[config.mk]
export PLATFORM = sky130hd
export DESIGN_NAME = nco_sweep_ctrl
export DESIGN_NICKNAME = d
export VERILOG_FILES = /design/src/rtl/nco_ctrl_pkg.sv /design/src/rtl/nco_step_alu.sv /design/src/rtl/nco_sweep_ctrl.sv
export SDC_FILE = /design/constraint.sdc
export NUM_CORES = 1
export LEC_CHECK = 0
export CORE_ASPECT_RATIO = 1.75
export CORE_UTILIZATION = 24
export CTS_CLUSTER_SIZE = 10
export DETAILED_ROUTE_END_ITERATION = 8
export HOLD_SLACK_MARGIN = 0.08
export SETUP_SLACK_MARGIN = 0.5
export SYNTH_ARGS = -nofsm -noshare
export SYNTH_HDL_FRONTEND = slang
export SYNTH_SLANG_ARGS = --single-unit
export TNS_END_PERCENT = 100
[constraint.sdc]
create_clock -name clk -period 6.1 [get_ports clk]
set_clock_uncertainty 0.05 [all_clocks]
set_input_delay 0.61 -clock clk [delete_from_list [all_inputs] [get_ports clk]]
set_output_delay 0.61 -clock clk [all_outputs]
set_load 0.02 [all_outputs]
[src/rtl/nco_ctrl_pkg.sv]
// Shared types for the NCO sweep controller: state encoding and the
// captured sweep configuration.
package nco_ctrl_pkg;

    localparam int unsigned PHI_W_DFLT   = 30;
    localparam int unsigned DWELL_W_DFLT = 16;

    typedef enum logic [1:0] {
        ST_IDLE  = 2'd0,
        ST_PRIME = 2'd1,
        ST_UP    = 2'd2,
        ST_DOWN  = 2'd3
    } state_e;

    // dwell is stored already clamped to at least 1
    typedef struct packed {
        logic [PHI_W_DFLT-1:0]   f_start;
        logic [PHI_W_DFLT-1:0]   f_stop;
        logic [PHI_W_DFLT-1:0]   f_step;
        logic [DWELL_W_DFLT-1:0] dwell;
        logic                    tri_mode;
    } sweep_cfg_t;

endpackage

[src/rtl/nco_step_alu.sv]
// One sweep step: widened add (up) or subtract (down) of the step size,
// clamped to the leg bound, with a flag when the clamp was hit.
module nco_step_alu #(
    parameter int unsigned PHI_W = 30
) (
    input  logic [PHI_W-1:0] i_cur,
    input  logic [PHI_W-1:0] i_step,
    input  logic [PHI_W-1:0] i_bound,
    input  logic             i_down,
    output logic [PHI_W-1:0] o_next,
    output logic             o_leg_end
);

    logic [PHI_W:0] w_sum;

    always_comb begin
        w_sum     = '0;
        o_leg_end = 1'b0;
        if (i_down) begin
            // MSB of the widened difference is the borrow
            w_sum     = {1'b0, i_cur} - {1'b0, i_step};
            o_leg_end = w_sum[PHI_W] || (w_sum[PHI_W-1:0] <= i_bound);
        end else begin
            w_sum     = {1'b0, i_cur} + {1'b0, i_step};
            o_leg_end = (w_sum >= {1'b0, i_bound});
        end
        o_next = o_leg_end ? i_bound : w_sum[PHI_W-1:0];
    end

endmodule

[src/rtl/nco_sweep_ctrl.sv]
// NCO sweep sequencer: primes the NCO, then steps its phase increment
// linearly up (single) or up/down (triangle) once per dwell of valid samples.
module nco_sweep_ctrl
    import nco_ctrl_pkg::*;
#(
    parameter int unsigned PHI_W     = PHI_W_DFLT,
    parameter int unsigned DWELL_W   = DWELL_W_DFLT,
    parameter int unsigned PRIME_MAX = 64
) (
    input  logic               clk,
    input  logic               reset,
    input  logic               cfg_valid,
    output logic               cfg_ready,
    input  logic [PHI_W-1:0]   cfg_f_start,
    input  logic [PHI_W-1:0]   cfg_f_stop,
    input  logic [PHI_W-1:0]   cfg_f_step,
    input  logic [DWELL_W-1:0] cfg_dwell,
    input  logic               cfg_tri,
    input  logic               abort,
    input  logic               nco_out_valid,
    output logic [PHI_W-1:0]   phi_inc_o,
    output logic               nco_clken,
    output logic               sweep_active,
    output logic               step_strobe,
    output logic               done,
    output logic               cfg_err
);

    localparam int unsigned PRIME_W = $clog2(PRIME_MAX + 1);

    state_e             r_state, w_state_nxt;
    sweep_cfg_t         r_cfg, w_cfg_nxt;
    logic [PHI_W-1:0]   r_phi, w_phi_nxt;
    logic [DWELL_W-1:0] r_dwell_cnt, w_dwell_nxt;
    logic [PRIME_W-1:0] r_prime_cnt, w_prime_nxt;
    logic               r_clken, w_clken_nxt;
    logic               r_strobe, w_strobe_nxt;
    logic               r_done, w_done_nxt;
    logic               r_err, w_err_nxt;
    logic               r_at_bound, w_at_bound_nxt;
    logic               r_ready, r_active;

    logic               w_cfg_ok, w_sample_end, w_prime_to, w_single_end;
    logic               w_step_down, w_alu_leg_end;
    logic [PHI_W-1:0]   w_bound, w_alu_next;
    logic [DWELL_W-1:0] w_dwell_eff;

    assign w_cfg_ok     = (cfg_f_stop >= cfg_f_start) && (cfg_f_step != '0);
    assign w_dwell_eff  = (cfg_dwell == '0) ? DWELL_W'(1) : cfg_dwell;
    assign w_sample_end = nco_out_valid && (r_dwell_cnt == DWELL_W'(1));
    assign w_prime_to   = (r_prime_cnt == PRIME_W'(PRIME_MAX - 1));
    assign w_single_end = (r_state == ST_UP) && r_at_bound && !r_cfg.tri_mode;

    // Sitting on the current leg's bound means the next step turns around.
    assign w_step_down  = (r_state == ST_DOWN) ^ r_at_bound;
    assign w_bound      = w_step_down ? r_cfg.f_start : r_cfg.f_stop;

    nco_step_alu #(.PHI_W(PHI_W)) u_alu (
        .i_cur     (r_phi),
        .i_step    (r_cfg.f_step),
        .i_bound   (w_bound),
        .i_down    (w_step_down),
        .o_next    (w_alu_next),
        .o_leg_end (w_alu_leg_end)
    );

    always_ff @(posedge clk) begin
        if (reset) begin
            r_state <= ST_IDLE;
        end else begin
            r_state <= w_state_nxt;
        end
    end

    always_comb begin
        w_state_nxt = r_state;
        if (abort) begin
            w_state_nxt = ST_IDLE;
        end else begin
            case (r_state)
                ST_IDLE: if (cfg_valid && w_cfg_ok) w_state_nxt = ST_PRIME;
                ST_PRIME: begin
                    if (nco_out_valid)   w_state_nxt = ST_UP;
                    else if (w_prime_to) w_state_nxt = ST_IDLE;
                end
                ST_UP: begin
                    if (w_sample_end && r_at_bound)
                        w_state_nxt = r_cfg.tri_mode ? ST_DOWN : ST_IDLE;
                end
                default: if (w_sample_end && r_at_bound) w_state_nxt = ST_UP;
            endcase
        end
    end

    // Next values of every registered output and counter.
    always_comb begin
        w_cfg_nxt      = r_cfg;
        w_phi_nxt      = r_phi;
        w_clken_nxt    = r_clken;
        w_strobe_nxt   = 1'b0;
        w_done_nxt     = 1'b0;
        w_err_nxt      = 1'b0;
        w_dwell_nxt    = r_dwell_cnt;
        w_prime_nxt    = r_prime_cnt;
        w_at_bound_nxt = r_at_bound;
        if (abort) begin
            w_phi_nxt      = '0;
            w_clken_nxt    = 1'b0;
            w_dwell_nxt    = '0;
            w_prime_nxt    = '0;
            w_at_bound_nxt = 1'b0;
        end else begin
            case (r_state)
                ST_IDLE: begin
                    if (cfg_valid && w_cfg_ok) begin
                        w_cfg_nxt   = '{f_start: cfg_f_start, f_stop: cfg_f_stop,
                                        f_step: cfg_f_step, dwell: w_dwell_eff,
                                        tri_mode: cfg_tri};
                        w_phi_nxt   = cfg_f_start;
                        w_clken_nxt = 1'b1;
                        w_prime_nxt = '0;
                    end else if (cfg_valid) begin
                        w_err_nxt = 1'b1;
                    end
                end
                ST_PRIME: begin
                    if (nco_out_valid) begin
                        w_dwell_nxt    = r_cfg.dwell;
                        w_at_bound_nxt = (r_cfg.f_start == r_cfg.f_stop);
                        w_prime_nxt    = '0;
                    end else if (w_prime_to) begin
                        w_err_nxt   = 1'b1;
                        w_clken_nxt = 1'b0;
                        w_prime_nxt = '0;
                    end else begin
                        w_prime_nxt = r_prime_cnt + PRIME_W'(1);
                    end
                end
                default: begin
                    if (nco_out_valid && !w_sample_end) begin
                        w_dwell_nxt = r_dwell_cnt - DWELL_W'(1);
                    end else if (w_sample_end && w_single_end) begin
                        w_done_nxt  = 1'b1;
                        w_clken_nxt = 1'b0;
                        w_dwell_nxt = '0;
                    end else if (w_sample_end) begin
                        w_phi_nxt      = w_alu_next;
                        w_strobe_nxt   = (w_alu_next != r_phi);
                        w_at_bound_nxt = w_alu_leg_end;
                        w_dwell_nxt    = r_cfg.dwell;
                    end
                end
            endcase
        end
    end

    always_ff @(posedge clk) begin
        if (reset) begin
            r_cfg       <= '0;
            r_phi       <= '0;
            r_clken     <= 1'b0;
            r_strobe    <= 1'b0;
            r_done      <= 1'b0;
            r_err       <= 1'b0;
            r_dwell_cnt <= '0;
            r_prime_cnt <= '0;
            r_at_bound  <= 1'b0;
            r_ready     <= 1'b1;
            r_active    <= 1'b0;
        end else begin
            r_cfg       <= w_cfg_nxt;
            r_phi       <= w_phi_nxt;
            r_clken     <= w_clken_nxt;
            r_strobe    <= w_strobe_nxt;
            r_done      <= w_done_nxt;
            r_err       <= w_err_nxt;
            r_dwell_cnt <= w_dwell_nxt;
            r_prime_cnt <= w_prime_nxt;
            r_at_bound  <= w_at_bound_nxt;
            r_ready     <= (w_state_nxt == ST_IDLE);
            r_active    <= (w_state_nxt != ST_IDLE);
        end
    end

    assign cfg_ready    = r_ready;
    assign sweep_active = r_active;
    assign phi_inc_o    = r_phi;
    assign nco_clken    = r_clken;
    assign step_strobe  = r_strobe;
    assign done         = r_done;
    assign cfg_err      = r_err;

endmodule

# [Word level (Yosys, flattened, before mapping)]
# Index checks and enable logic that the tools add are counted.
[totals] register_bits=169 latchBits=0 ramBits=0 romBits=0 input_bits=112 out_inout_bits=36 elab_cells=118 mem_count=0
[op_classes] addsub=4 mul=0 n_div=0 order_cmp=3 eq_ne=16 shifts=0 mux=44 n_bitwise=5 n_reduce_logical=30
[op_table] operator="two-way mux 30 bit" n=7
[op_table] operator="two-way mux 16 bit" n=5
[op_table] operator="case mux 30 bit (2 select lines)" n=1
[op_table] operator="case mux 16 bit (2 select lines)" n=1
[op_table] operator="adder 30 x 30 -> 31 bit" n=1
[op_table] operator=">= comparator 31 x 30 -> 1 bit" n=1
[op_table] operator="subtractor 30 x 30 -> 31 bit" n=1
[op_table] operator="== test 30 bit" n=1
[op_table] operator=">= comparator 30 bit" n=1
[op_table] operator="less-or-equal comparator 30 bit" n=1
[op_table] operator="!= test 30 bit" n=1
[op_table] operator="nonzero test 30 bit" n=1
[op_table] operator="two-way mux 7 bit" n=3
[op_table] operator="== test 16 x 1 -> 1 bit, second input constant" n=1
[op_table] operator="zero test 16 bit" n=1
[op_table] operator="subtractor 16 x 1 -> 16 bit, second input constant" n=1
[op_table] operator="two-way mux 1 bit" n=15
[op_table] operator="AND reduction 5 bit" n=3
[op_table] operator="two-way mux 2 bit" n=7
[op_table] operator="case mux 7 bit (2 select lines)" n=1
[op_table] operator="logical AND 1 bit" n=8
[op_table] operator="!= test 2 x 1 -> 1 bit, second input constant" n=4
[op_table] operator="!= test 2 bit, second input constant" n=4
[op_table] operator="nonzero test 2 bit" n=4
[op_table] operator="19 further kinds" n=28

# [Depth between registers and ports, before layout]
# Gate-level depths: netlist of run 1.
[logic_depth] ltp_word=11 mapped_depth=27 depth_no_buf=25

# [Modules after synthesis]
# Synthesis of run 1 repeated with hierarchy kept, for this count alone.
[hier_totals] hier_cells=1905 area_unflattened_um2=14682.8
[by_module_without_submodules] mod="nco_sweep_ctrl" n_inst=1 cells_per_inst=1129 area_per_inst_um2=9041.2 seq_area_each_um2=3383.2
[by_module_without_submodules] mod="nco_step_alu" n_inst=1 cells_per_inst=776 area_per_inst_um2=5641.7 seq_area_each_um2=0.0

# [Worst setup path after synthesis of run 1]
# OpenSTA, ideal clock, no wires.
[synth_timing] path_type="flip-flop to flip-flop" startpoint="register r_phi[4] (netlist: phi_inc_o[4])" endpoint="register r_strobe (netlist: step_strobe)" setup_ps=134 arrival_time_ps=5758 required_ps=5916 path_slack_ps=158 path_stages_with_launch=27 path_buffers=3 period_less_slack_ps=5942 path_cell_list="dfxtp_1 > ha_1 > buf_2 > inv_1 > a2111oi_0 > a211oi_1 > o211ai_1 > a21oi_1 > o211ai_1 > nand2_1 > a211oi_1 > xor2_1 > ha_1 > nand4_1 > nor4bb_1 > a221oi_1 > o211ai_1 > or3b_1 > buf_2 > o21a_4 > buf_8 > mux2i_1 > a222oi_1 > nand4_1 > or4_1 > nor4_2 > a311oi_1"
[synth_via] elab_chain_len=6 elab_cells_between_ends=9 classes_between="2 x add/sub; 2 x order compare; 1 x eq/ne; 3 x mux; 1 x reduce/logical"
[synth_rtl] item="start: declaration" line_no="nco_sweep_ctrl.sv:33" rtl="logic [PHI_W-1:0] r_phi, w_phi_nxt;"
[synth_rtl] item="start signal: assignment" line_no="nco_sweep_ctrl.sv:172" rtl="r_phi <= w_phi_nxt;"
[synth_rtl] item="subtractor 30 x 30 -> 31 bit" line_no="nco_step_alu.sv:21" rtl="w_sum = {1'b0, i_cur} - {1'b0, i_step};"
[synth_rtl] item="less-or-equal comparator 30 bit" line_no="nco_step_alu.sv:22" rtl="o_leg_end = w_sum[PHI_W] || (w_sum[PHI_W-1:0] <= i_bound);"
[synth_rtl] item="logical OR 1 bit" line_no="nco_step_alu.sv:22"
[synth_rtl] item="two-way mux 1 bit" line_no="nco_step_alu.sv:19" rtl="if (i_down) begin"
[synth_rtl] item="two-way mux 30 bit" line_no="nco_step_alu.sv:27" rtl="o_next = o_leg_end ? i_bound : w_sum[PHI_W-1:0];"
[synth_rtl] item="!= test 30 bit (*)" line_no="nco_sweep_ctrl.sv:148" rtl="w_strobe_nxt = (w_alu_next != r_phi);"
[synth_rtl] item="end signal: assignment" line_no="nco_sweep_ctrl.sv:174" rtl="r_strobe <= w_strobe_nxt;"
[synth_rtl] item="end: declaration" line_no="nco_sweep_ctrl.sv:37" rtl="logic r_strobe, w_strobe_nxt;"
# Every way passes the cells marked *; elsewhere a longest branch is shown, timed or not.
# A chain may end at the register's enable or synchronous reset.

# [Worst setup path after layout of run 1]
[layout_timing] startpoint="register r_phi[3] (netlist: phi_inc_o[3])" endpoint="register r_strobe (netlist: step_strobe)"
# Same word-level chain as after synthesis.

==> results of run 1 <==
-- layout make-up --
class | count | area, sq um
repair buffers | 496 | 4230
inverters | 117 | 442
clock buffers | 18 | 439
flip-flops and latches | 169 | 3390
multi-input cells | 1614 | 10900
clock inverters | 14 | 201
fillers | 6502 | 40500
well taps | 793 | 992
-- registers in the layout, summed over array words and instances (netlist names) --
signal        cells
cfg_err           1
cfg_ready         1
done              1
nco_clken         1
phi_inc_o        30
r_at_bound        1
r_cfg           107
r_dwell_cnt      16
r_prime_cnt       7
r_state           2
step_strobe       1
sweep_active      1
-- critical path, delay by kind of cell (launching register included) --
kind,cells,cell delay [ns]
AOI/OAI and AO/OA,12,1.84
and+or+nand+nor,5,1.36
adders and majority gates,2,0.67
xor gates and xnor gates,1,0.19
buffers and inverters,10,1.59
DFF,1,0.32
-- report_power, final --
group / switching [W] / internal (W)
Clock: 0.000576 / 0.000676
Sequential: 0.0000286 / 0.00114
Combinational: 0.00119 / 0.00113
-- metrics by stage --
| stage | std cells | util [%] | TNS [ns] |
|---|---|---|---|
| 6_report | 3221 | 33.7 | -0.0638 |
| 5_1_grt | 3221 | 33.7 | -1.66 |
| 4_1_cts | 3209 | 33.2 | -0.129 |
| 3_5_place_dp | 3156 | 31.6 | -0.346 |
| 3_3_place_gp | 3156 | 31.6 | -0.298 |
| 2_1_floorplan | 2008 | - | 0 |
-- Yosys cell counts (40+ instances only) --
| cell type | number |
|---|---|
| o211ai_1 | 47 |
| inv_1 | 113 |
| xor2_1 | 40 |
| nand2_1 | 324 |
| nor2_1 | 145 |
| mux2i_1 | 47 |
| o21ai_0 | 64 |
| a21oi_1 | 244 |
| clkbuf_1 | 75 |
| ha_1 | 153 |
| dfxtp_1 | 169 |
| xnor2_1 | 99 |
-- cell families after synthesis --
group | count (synthesis)
compound gates | 556
xor+xnor | 139
fa+ha+maj | 155
buf+inv | 225
flops | 169
mux | 53
simple gates | 711
-- how the worst min path moves through the flow --
stage                         from        endpoint  slack (ns)  cells after the start
floorplan           r_prime_cnt[6]  r_prime_cnt[6]        0.35                      2
global placement    r_prime_cnt[6]  r_prime_cnt[6]        0.37                      2
detailed placement  r_prime_cnt[6]  r_prime_cnt[6]        0.37                      2
CTS                 r_prime_cnt[6]  r_prime_cnt[6]        0.38                      2
global route        r_prime_cnt[6]  r_prime_cnt[6]        0.41                      2
finish              r_prime_cnt[6]  r_prime_cnt[6]        0.38                      2
-- timing repair --
action,CTS,global route
hold endpoints to repair,0,0
pin swaps,29,23
gates cloned,1,1
buffers inserted,20,11
gates resized for setup,42,39
endpoints found under the setup margin,26,30
-- per-layer routing --
metal | track usage [%] | vias up
met1 | 22.1 | 7764
met5 | 0 | -
met4 | 15.6 | 0
met2 | 40.1 | 531
li1 | - | 7937
met3 | 2.72 | 213
==> summary.txt, run 1 <==
TIMING
-------------------------------------------------------------------------------------
Post-layout worst setup margin                                             -0.0638 ns
Maximum frequency from static timing analysis                               0.162 GHz
Count of final setup violators                                                      1
Final critical path time including I/O delays and setup                       6.16 ns
Unrepaired setup endpoints after global routing                                  true
Count of final hold-check violations                                                0
Final clock period utilization by the worst path                                 101%
Slew Limit Headroom                                                             35.6%
Worst slack on hold paths                                                    0.381 ns
Final Max Tran Viols                                                                0
Transition time at the pin with the least slew margin                        0.967 ns

SYNTHESIS
-------------------------------------------------------------------------------------
Total number of yosys warnings                                                      0
Post-synthesis adder-cell area fraction                                         13.2%
Complex-gate fraction of the synthesized area                                   23.9%
Number of flops mapped to enable cells by yosys                                     0
Net count of the mapped netlist                                                 2,275
Avg Cell Area, Syn                                                         7.37 sq um
Xor-xnor portion of the synthesized cell area                                   8.23%
Post-synthesis cell type with the largest combined area                       dfxtp_1
Multiplexer share of the synthesized area                                       3.64%
Number of distinct library cells after synthesis                                   86
Post-synthesis share of cell area spent on and, or, nand and nor gates          22.2%
Total standard cell area after synthesis                                 14,800 sq um
Cell count after synthesis                                                      2,008
Share of Yosys cell area claimed by the top area cell type                      22.9%
Dominant synthesized flop cell                                                dfxtp_1
Asr flop ratio synth                                                               0%
Dominant combinational cell family by area after synthesis               compound AO/OA/AOI/OAI gates
Post-synthesis register bit count                                                 169
Sequential fraction of the synthesis area                                       22.9%
Top post-synthesis cells by area                                         dfxtp_1 (23%), ha_1 (13%), a21oi_1 (8.3%)

CLOCKING
-------------------------------------------------------------------------------------
CTS tree                                                                          yes
Clock buffer count from CTS                                                        17
Clk buf depth                                                                       2
Buffer type at the clock tree root                                          clkbuf_16
CTS sink cnt                                                                      169
Clock insertion delay at the later pin of the skew report                     0.48 ns
H-tree level count                                                                  4
CTS clock-pin slew for the worst setup and hold paths                         0.08 ns
Hold buffer count at CTS                                                            0

DIE
-------------------------------------------------------------------------------------
Die Area                                                                 62,700 sq um
Number of top-level design ports                                                  148
Die width                                                                      190 um
Number of rows created at floorplan                                               120
Starting density of the core                                                    24.2%
Die outline height                                                             330 um
Floorplan core area                                                      61,100 sq um

DRT
-------------------------------------------------------------------------------------
Max Used Layer                                                                   met4
Overall routed net length                                                   68,100 um
Final ANT Viol Nets                                                                 0
Vias                                                                           16,445
DR WL met3                                                                    2770 um
Detailed-routing wirelength on met1                                         24,900 um
WL met2                                                                     35,000 um
Drt pass-1 iters                                                                    7
Residual DRC                                                                        0
Routed WL per cell                                                            21.1 um
Vias per inst                                                                    5.11
Number of DRC markers after the initial detailed-route iteration                1,042

WORST SETUP PATH
-------------------------------------------------------------------------------------
Register-to-Register Path Depth                                                    30
Category of the worst setup path capture point                               register
Capture point of the critical path                                        step_strobe
CP most frequent cell                                                           buf_4
Delay of the slowest critical-path stage                                      0.55 ns
Crit path launch                                                         phi_inc_o[3]
Critical Path RT                                                              6.38 ns
Biggest fanout along the worst timing path                                          7
Slowest cell on the critical path                                               or4_4
Worst-case register-to-register setup slack                                  -0.06 ns
RR Startpoint                                                            phi_inc_o[3]
Crit path arrival time                                                        6.44 ns
Sort of element at the start of the critical path                            register
Type of the setup path with the least slack                                reg -> reg
Endpoint of the worst register-to-register path                           step_strobe

OUTCOME
-------------------------------------------------------------------------------------
Violations in the final reports                                          setup timing
Outcome                                                                  complete, but fails checks

RUN
-------------------------------------------------------------------------------------
Maximum capacitance violations                                                      0

CELLS AND AREA
-------------------------------------------------------------------------------------
Layout Nets                                                                     2,682
Area added between synthesis and finish                                         39.1%
Antenna Diode Count                                                                 0
Most frequent cells in the layout                                        buf_4 (334), nand2_1 (322), a21oi_1 (235)
Most frequent standard cell in the layout excluding fill and tap cells          buf_4
Post-route standard cell area excluding fillers                          20,600 sq um
Proportion of layout cells with a drive suffix above 1                          19.6%

PLACED DESIGN
-------------------------------------------------------------------------------------
Worst slack after detailed placement                                        -0.335 ns
Count of buffers inserted at the top-level ports                                  147
Placed cell areas                                                        19,300 sq um
Final weighted congestion in routability-driven placement                        1.01
Placed wire-length estimate                                                 55,000 um

GRT
-------------------------------------------------------------------------------------
Pin count of the biggest net entering global routing                               89
Initial antenna violation count                                                     0
Global-route wire length before repair                                     100,000 um
Vias in the first global route                                                 16,437
Total routing usage reported by global routing                                  21.6%
Overflow after GRT                                                                  0

POWER AND IR DROP
-------------------------------------------------------------------------------------
Leakage power                                                                 8.35 nW
Total power after layout                                                    0.00474 W
P per Cell Area                                                           230 nW/um^2
Largest voltage drop on the vdd net                                            206 uV

HOLD PATH
-------------------------------------------------------------------------------------
Path category of the worst min-delay check                                 reg -> reg

Note: power is estimated with default switching activity, not from simulation.
==> inputs of run 2 (changes only) <==
--- a/config.mk
+++ b/config.mk
@@ -7,6 +7,7 @@
 export LEC_CHECK = 0
 export CORE_ASPECT_RATIO = 1.75
 export CORE_UTILIZATION = 24
+export CTS_BUF_LIST = sky130_fd_sc_hd__clkbuf_8
 export CTS_CLUSTER_SIZE = 10
 export DETAILED_ROUTE_END_ITERATION = 8
 export HOLD_SLACK_MARGIN = 0.08
==> run 2 against run 1 <==
Net effect: the flow still finishes with violations (setup timing); combinational power fell by 3%; worst hold slack improved by 0.0054 ns; via count fell by 0.51%; clock-buffer cell count did not move.
==> summary.txt, run 2 (synthesized netlist as in run 1, its figures left out) <==
OUTCOME
-------------------------------------------------------------------------------------
Outcome                                                                  complete, but fails checks
Violations in the final reports                                          setup timing

PLACED DESIGN
-------------------------------------------------------------------------------------
Final weighted congestion in routability-driven placement                        1.01   unchanged
Count of buffers inserted at the top-level ports                                  147   unchanged
Placed wire-length estimate                                                 55,000 um   unchanged

TIMING
-------------------------------------------------------------------------------------
Maximum frequency from static timing analysis                               0.163 GHz   +0.62%
Final critical path time including I/O delays and setup                       6.13 ns   -0.0382 ns
Unrepaired setup endpoints after global routing                                  true
Transition time at the pin with the least slew margin                         1.00 ns   +0.0334 ns
Count of final setup violators                                                      1   unchanged
Worst slack on hold paths                                                    0.387 ns   +0.00540 ns
Final clock period utilization by the worst path                                 100%   -0.63 points
Slew Limit Headroom                                                             33.3%   -2.2 points
Final Max Tran Viols                                                                0   unchanged
Post-layout worst setup margin                                             -0.0256 ns   +0.0382 ns
Count of final hold-check violations                                                0   unchanged

DRT
-------------------------------------------------------------------------------------
Vias                                                                           16,361   -0.51%
Routed WL per cell                                                            21.1 um   -0.17%
Overall routed net length                                                   67,700 um   -0.48%
Final ANT Viol Nets                                                                 0   unchanged
Drt pass-1 iters                                                                    6   -1
Residual DRC                                                                        0   unchanged
Vias per inst                                                                    5.10   -0.20%
Number of DRC markers after the initial detailed-route iteration                1,000   -4.0%

HOLD PATH
-------------------------------------------------------------------------------------
Path category of the worst min-delay check                                 reg -> reg
End of the worst hold path                                               r_prime_cnt[6]
Start point of the worst hold path                                       r_prime_cnt[6]
Min-Delay Path Depth                                                                2   unchanged

WORST SETUP PATH
-------------------------------------------------------------------------------------
Category of the worst setup path capture point                               register
Type of the setup path with the least slack                                reg -> reg
Critical Path RT                                                              6.45 ns   +0.07 ns
Crit path arrival time                                                        6.48 ns   +0.04 ns
RR Startpoint                                                               r_cfg[21]
Register-to-Register Path Depth                                                    28   -6.7%
Family with the most delay on the worst path                             compound AO/OA/AOI/OAI gates
CP most frequent cell                                                        o211ai_1
Slowest cell on the critical path                                               or4_4
Endpoint of the worst register-to-register path                           step_strobe
Delay of the slowest critical-path stage                                      0.52 ns   -0.03 ns
Sort of element at the start of the critical path                            register
Worst path bufs/invs                                                                6   -4
Biggest fanout along the worst timing path                                          4   -3
Worst-case register-to-register setup slack                                  -0.03 ns   +0.04 ns

RUN
-------------------------------------------------------------------------------------
Maximum capacitance violations                                                      0   unchanged

GRT
-------------------------------------------------------------------------------------
Pin count of the biggest net entering global routing                               89   unchanged
Total routing usage reported by global routing                                  21.6%   -0.038 points
Initial antenna violation count                                                     1   +1
Global-route wire length before repair                                      99,700 um   -0.32%
Vias in the first global route                                                 16,457   +0.12%
Overflow after GRT                                                                  0   unchanged

DIE
-------------------------------------------------------------------------------------
Floorplan core area                                                      61,100 sq um   unchanged
Number of top-level design ports                                                  148   unchanged
Number of rows created at floorplan                                               120   unchanged
Die width                                                                      190 um   unchanged
Starting density of the core                                                    24.2%   unchanged
Die outline height                                                             330 um   unchanged
Die Area                                                                 62,700 sq um   unchanged

CELLS AND AREA
-------------------------------------------------------------------------------------
Most frequent standard cell in the layout excluding fill and tap cells          buf_4
Proportion of layout cells with a drive suffix above 1                          19.6%   -0.035 points
Fin util                                                                        33.3%   -0.39 points
Register name with the most flops                                               r_cfg
Layout Nets                                                                     2,671   -0.41%
Most frequent cells in the layout                                        buf_4 (323), nand2_1 (322), a21oi_1 (235)
Flip-flop count of the largest register after layout                              107   unchanged
Area added between synthesis and finish                                         37.5%

CLOCKING
-------------------------------------------------------------------------------------
Buffer type at the clock tree root                                           clkbuf_8
Clock buffer count from CTS                                                        17   unchanged
Clock insertion delay at the later pin of the skew report                     0.56 ns   +0.08 ns
Clk buf depth                                                                       2   unchanged
CTS sink cnt                                                                      169   unchanged
H-tree level count                                                                  4   unchanged
CTS tree                                                                          yes
CTS clock-pin slew for the worst setup and hold paths                         0.12 ns   +0.04 ns

POWER AND IR DROP
-------------------------------------------------------------------------------------
Largest voltage drop on the vdd net                                            137 uV   -33%
P per Cell Area                                                           216 nW/um^2   -6.1%
Leakage power                                                                 8.22 nW   -1.6%

==> run 2: layout make-up <==
type | instances | area (sq um)
inverter | 117 | 439
fill | 6540 | 40800
sequential | 169 | 3390
timing repair buffer | 485 | 4140
clock buffer | 18 | 248
clock inverter | 14 | 201
antenna | 1 | 2.50
multi-input combinational | 1614 | 10900
tap | 793 | 992
==> run 2: tightest hold or removal path, delay by kind of cell, from the launching register on <==
family           cells  cell delay (ns)
AND/OR/NAND/NOR      2             0.08
flip-flops           1             0.33
==> run 2: timing repair <==
action | 4_1_cts | 5_1_grt
resized for setup | 59 | 34
hold buffers | 0 | 0
buffers inserted | 19 | 2
cloned | 1 | 0
pin swaps | 25 | 11
setup endpoints to repair | 26 | 28
==> run 2: how the worst max path moves through the flow <==
stage                       startpoint     endpoint  slack [ns]  cells after the start
after floorplan           phi_inc_o[4]  step_strobe        0.50                     26
after global placement       r_cfg[21]  step_strobe       -0.30                     26
after detailed placement     r_cfg[21]  step_strobe       -0.33                     26
after CTS                    r_cfg[21]  step_strobe        0.08                     27
after global routing         r_cfg[21]  step_strobe       -0.42                     28
final                        r_cfg[21]  step_strobe       -0.03                     28
==> run 2: report_power, final <==
part | total (W) | internal [W] | leakage (nW) | switching [W]
clock network | 0.000977 | 0.000435 | 0.221 | 0.000542
registers | 0.00117 | 0.00114 | 1.37 | 0.0000287
logic | 0.00225 | 0.00108 | 6.63 | 0.00117
==> run 2: routing by layer <==
| metal | GRT usage [%] | vias to the layer above | wire, um |
|---|---|---|---|
| met4 | 15.7 | 0 | 5390 |
| met5 | 0 | - | 0 |
| li1 | - | 7921 | - |
| met3 | 2.66 | 211 | 2660 |
| met1 | 22.0 | 7664 | 24700 |
| met2 | 40.2 | 565 | 35000 |
==> run 2: stage by stage <==
step	worst slack, ns	area (sq um)	setup TNS, ns	cells	power (W)
final	-0.0256	20300	-0.0256	3211	0.00439
after global routing	-0.422	20300	-0.635	3211	0.00460
after CTS	0.0803	20200	0	3208	0.00430
after detailed placement	-0.335	19300	-0.346	3156	0.00313
after global placement	-0.298	19300	-0.298	3156	0.00314
after floorplan	0.501	14800	0	2008	0.00225
==> inputs of run 3 (changes only) <==
--- a/config.mk
+++ b/config.mk
@@ -11,7 +11,7 @@
 export CTS_CLUSTER_SIZE = 10
 export DETAILED_ROUTE_END_ITERATION = 8
 export HOLD_SLACK_MARGIN = 0.08
-export SETUP_SLACK_MARGIN = 0.5
+export SETUP_SLACK_MARGIN = 0.1
 export SYNTH_ARGS = -nofsm -noshare
 export SYNTH_HDL_FRONTEND = slang
 export SYNTH_SLANG_ARGS = --single-unit
==> run 3 against run 2 <==
Net effect: the run now ends clean; die area unchanged; combinational power is 9.8% lower; largest cell class unchanged; critical endpoint unchanged; highest routed layer unchanged; total power down 6.8%; critical path type unchanged; cell count is 0.25% lower; final area is 1.6% lower; setup slack better by 0.12 ns; critical path depth shrank 1.
==> summary.txt, run 3 (synthesized netlist as in run 1, its figures left out) <==
CELLS AND AREA
-------------------------------------------------------------------------------------
Proportion of layout cells with a drive suffix above 1                          18.2%   -1.4 points
Layout Nets                                                                     2,663   -0.30%
Most frequent standard cell in the layout excluding fill and tap cells          buf_4
Flip-flop count of the largest register after layout                              107   unchanged
Non-filler cells in the finished layout                                         3,203   -0.25%
Area added between synthesis and finish                                         35.3%
Register name with the most flops                                               r_cfg
Post-route standard cell area excluding fillers                          20,000 sq um   -1.6%
Most frequent cells in the layout                                        buf_4 (327), nand2_1 (324), a21oi_1 (241)

DRT
-------------------------------------------------------------------------------------
Drt pass-1 iters                                                                    5   -1
Final ANT Viol Nets                                                                 0   unchanged
Residual DRC                                                                        0   unchanged
Routed WL per cell                                                            21.1 um   -0.15%
Number of DRC markers after the initial detailed-route iteration                  939   -6.1%
Vias per inst                                                                    5.12   +0.58%
Overall routed net length                                                   67,500 um   -0.40%
Vias                                                                           16,415   +0.33%

WORST SETUP PATH
-------------------------------------------------------------------------------------
Biggest fanout along the worst timing path                                          4   unchanged
Sort of element at the start of the critical path                            register
RR Startpoint                                                            phi_inc_o[0]
Worst-case register-to-register setup slack                                    0.1 ns   +0.12 ns
Endpoint of the worst register-to-register path                           step_strobe
Critical Path RT                                                              6.45 ns   about the same
Register-to-Register Path Depth                                                    27   -3.6%
Crit path arrival time                                                        6.36 ns   -0.12 ns
Type of the setup path with the least slack                                reg -> reg
Category of the worst setup path capture point                               register

CLOCKING
-------------------------------------------------------------------------------------
Clock buffer count from CTS                                                        17   unchanged
CTS clock-pin slew for the worst setup and hold paths                         0.11 ns   about the same
Clock insertion delay at the later pin of the skew report                     0.55 ns   about the same
CTS tree                                                                          yes
Clk buf depth                                                                       2   unchanged
CTS sink cnt                                                                      169   unchanged
Buffer type at the clock tree root                                           clkbuf_8
H-tree level count                                                                  4   unchanged

DIE
-------------------------------------------------------------------------------------
Die Area                                                                 62,700 sq um   unchanged
Number of rows created at floorplan                                               120   unchanged
Floorplan core area                                                      61,100 sq um   unchanged
Die outline height                                                             330 um   unchanged
Die width                                                                      190 um   unchanged
Number of top-level design ports                                                  148   unchanged
Starting density of the core                                                    24.2%   unchanged

POWER AND IR DROP
-------------------------------------------------------------------------------------
Leakage power                                                                 8.12 nW   -1.2%
Largest voltage drop on the vdd net                                            126 uV   -8.3%
Clock power share                                                               22.0%   -0.2 points
Sw power                                                                    0.00165 W   -4.7%
Combinational fraction of design power                                          49.5%   -1.7 points
Net Sw Frac                                                                     40.4%   +0.88 points
P per Cell Area                                                           205 nW/um^2   -5.3%
Power Internal                                                              0.00244 W   -8.1%
Flop pwr share                                                                  28.5%   +1.9 points

GRT
-------------------------------------------------------------------------------------
Initial antenna violation count                                                     3   +2
Met2 Use GR                                                                     39.5%   -0.72 points
Total routing usage reported by global routing                                  21.6%   +0.080 points
Vias in the first global route                                                 16,396   -0.37%
Global-route wire length before repair                                     100,000 um   +0.21%
GR Layer Usage met1                                                             22.4%   +0.42 points
Pin count of the biggest net entering global routing                               76   -15%
Overflow after GRT                                                                  0   unchanged
Most used routing layer                                                          met2
Global Route met3 Usage                                                         3.40%   +0.74 points

HOLD PATH
-------------------------------------------------------------------------------------
Start point of the worst hold path                                       r_prime_cnt[6]
End of the worst hold path                                               r_prime_cnt[6]
Path category of the worst min-delay check                                 reg -> reg
Min-Delay Path Depth                                                                2   unchanged

RUN
-------------------------------------------------------------------------------------
Maximum capacitance violations                                                      0   unchanged

TIMING
-------------------------------------------------------------------------------------
Transition time at the pin with the least slew margin                         1.02 ns   +0.0177 ns
Final clock period utilization by the worst path                                98.4%   -2.0 points
Final critical path time including I/O delays and setup                       6.00 ns   -0.123 ns
Unrepaired setup endpoints after global routing                                  true
Count of final setup violators                                                      0   -1
Final Max Tran Viols                                                                0   unchanged
Slew Limit Headroom                                                             32.2%   -1.2 points
Count of final hold-check violations                                                0   unchanged
Maximum frequency from static timing analysis                               0.167 GHz   +2.0%

PLACED DESIGN
-------------------------------------------------------------------------------------
Placed wire-length estimate                                                 54,100 um   -1.8%
Final weighted congestion in routability-driven placement                       0.970   -4.2%
Count of buffers inserted at the top-level ports                                  147   unchanged
Placed cell areas                                                        19,200 sq um   -0.23%
Dpl cells                                                                       3,157   +0.032%

OUTCOME
-------------------------------------------------------------------------------------
Outcome                                                                  finished clean

-- run 3: cell count changes in the layout (fill, tap and decap cells not counted), moves of 4 or more --
cell / previous run / this run
buf_4: 323 / 327
a21oi_1: 235 / 241
ha_2: 6 / 0
a21oi_2: 9 / 3
buf_8: 4 / 0
buf_6: 7 / 1
ha_1: 144 / 149
o21ai_0: 58 / 62
-- run 3: power groups by stage --
stage / sequential [W] / clock, W / combinational [W]
final: 0.00117 / 0.000902 / 0.00203
after global routing: 0.00117 / 0.000970 / 0.00218
after CTS: 0.00117 / 0.000928 / 0.00195
after detailed placement: 0.00119 / 0 / 0.00190
after global placement: 0.00119 / 0 / 0.00191
after floorplan: 0.00120 / 0 / 0.00105
-- run 3: repair_timing --
action,4_1_cts,5_1_grt
setup buffers,8,5
resized for setup,34,21
setup endpoints to repair,22,10
pin swaps,21,27
hold buffers,0,0
gates cloned,0,0
-- run 3: cell type report --
cell class,instances,area (sq um)
repair buffers,477,3990
well taps,793,992
multi-input cells,1614,10800
clock inverters,14,168
inverters,117,443
flip-flops and latches,169,3390
diodes,2,5.00
clock buffers,17,234
fillers,6585,41100
-- run 3: worst max-delay path by stage --
stage                       from           to  cells past startpoint
floorplan           phi_inc_o[4]  step_strobe                     26
global placement       r_cfg[18]  step_strobe                     26
detailed placement     r_cfg[18]  step_strobe                     26
CTS                 phi_inc_o[0]  step_strobe                     27
global route           r_cfg[21]  step_strobe                     27
finish              phi_inc_o[0]  step_strobe                     27
-- run 3: through the flow --
stage	power, W	setup WS (ns)	hold WS (ns)	TNS (ns)	utilization (%)
after global routing	0.00432	-0.177	0.414	-0.177	32.7
after detailed placement	0.00309	-0.616	0.373	-2.24	31.5
after floorplan	0.00225	0.158	0.355	0	-
after CTS	0.00405	0.109	0.390	0	32.5
after global placement	0.00310	-0.589	0.368	-2.08	31.5
final	0.00409	0.0974	0.387	0	32.7
-- run 3: routing by layer --
| metal | vias up | routed length (um) |
|---|---|---|
| li1 | 7902 | - |
| met1 | 7788 | 24900 |
| met2 | 528 | 34100 |
| met3 | 197 | 3130 |
| met4 | 0 | 5300 |
| met5 | - | 0 |
-- run 3: critical path, cell delays in order, from the launching register on --
cell,delay (ns)
dfxtp_1,0.35
buf_4,0.11
inv_1,0.04
ha_1,0.21
fa_1,0.41
nor2b_2,0.16
o31ai_2,0.08
buf_4,0.14
a21o_1,0.22
a21oi_4,0.27
o211ai_1,0.16
a311oi_1,0.32
buf_4,0.16
xor2_1,0.07
ha_1,0.38
nand3_1,0.15
or3_1,0.38
a31oi_1,0.17
o211ai_1,0.24
buf_4,0.25
buf_4,0.14
o211ai_1,0.11
o211ai_1,0.15
a221oi_2,0.28
nand4_1,0.14
or4_4,0.44
nor4_2,0.14
a311oi_1,0.12
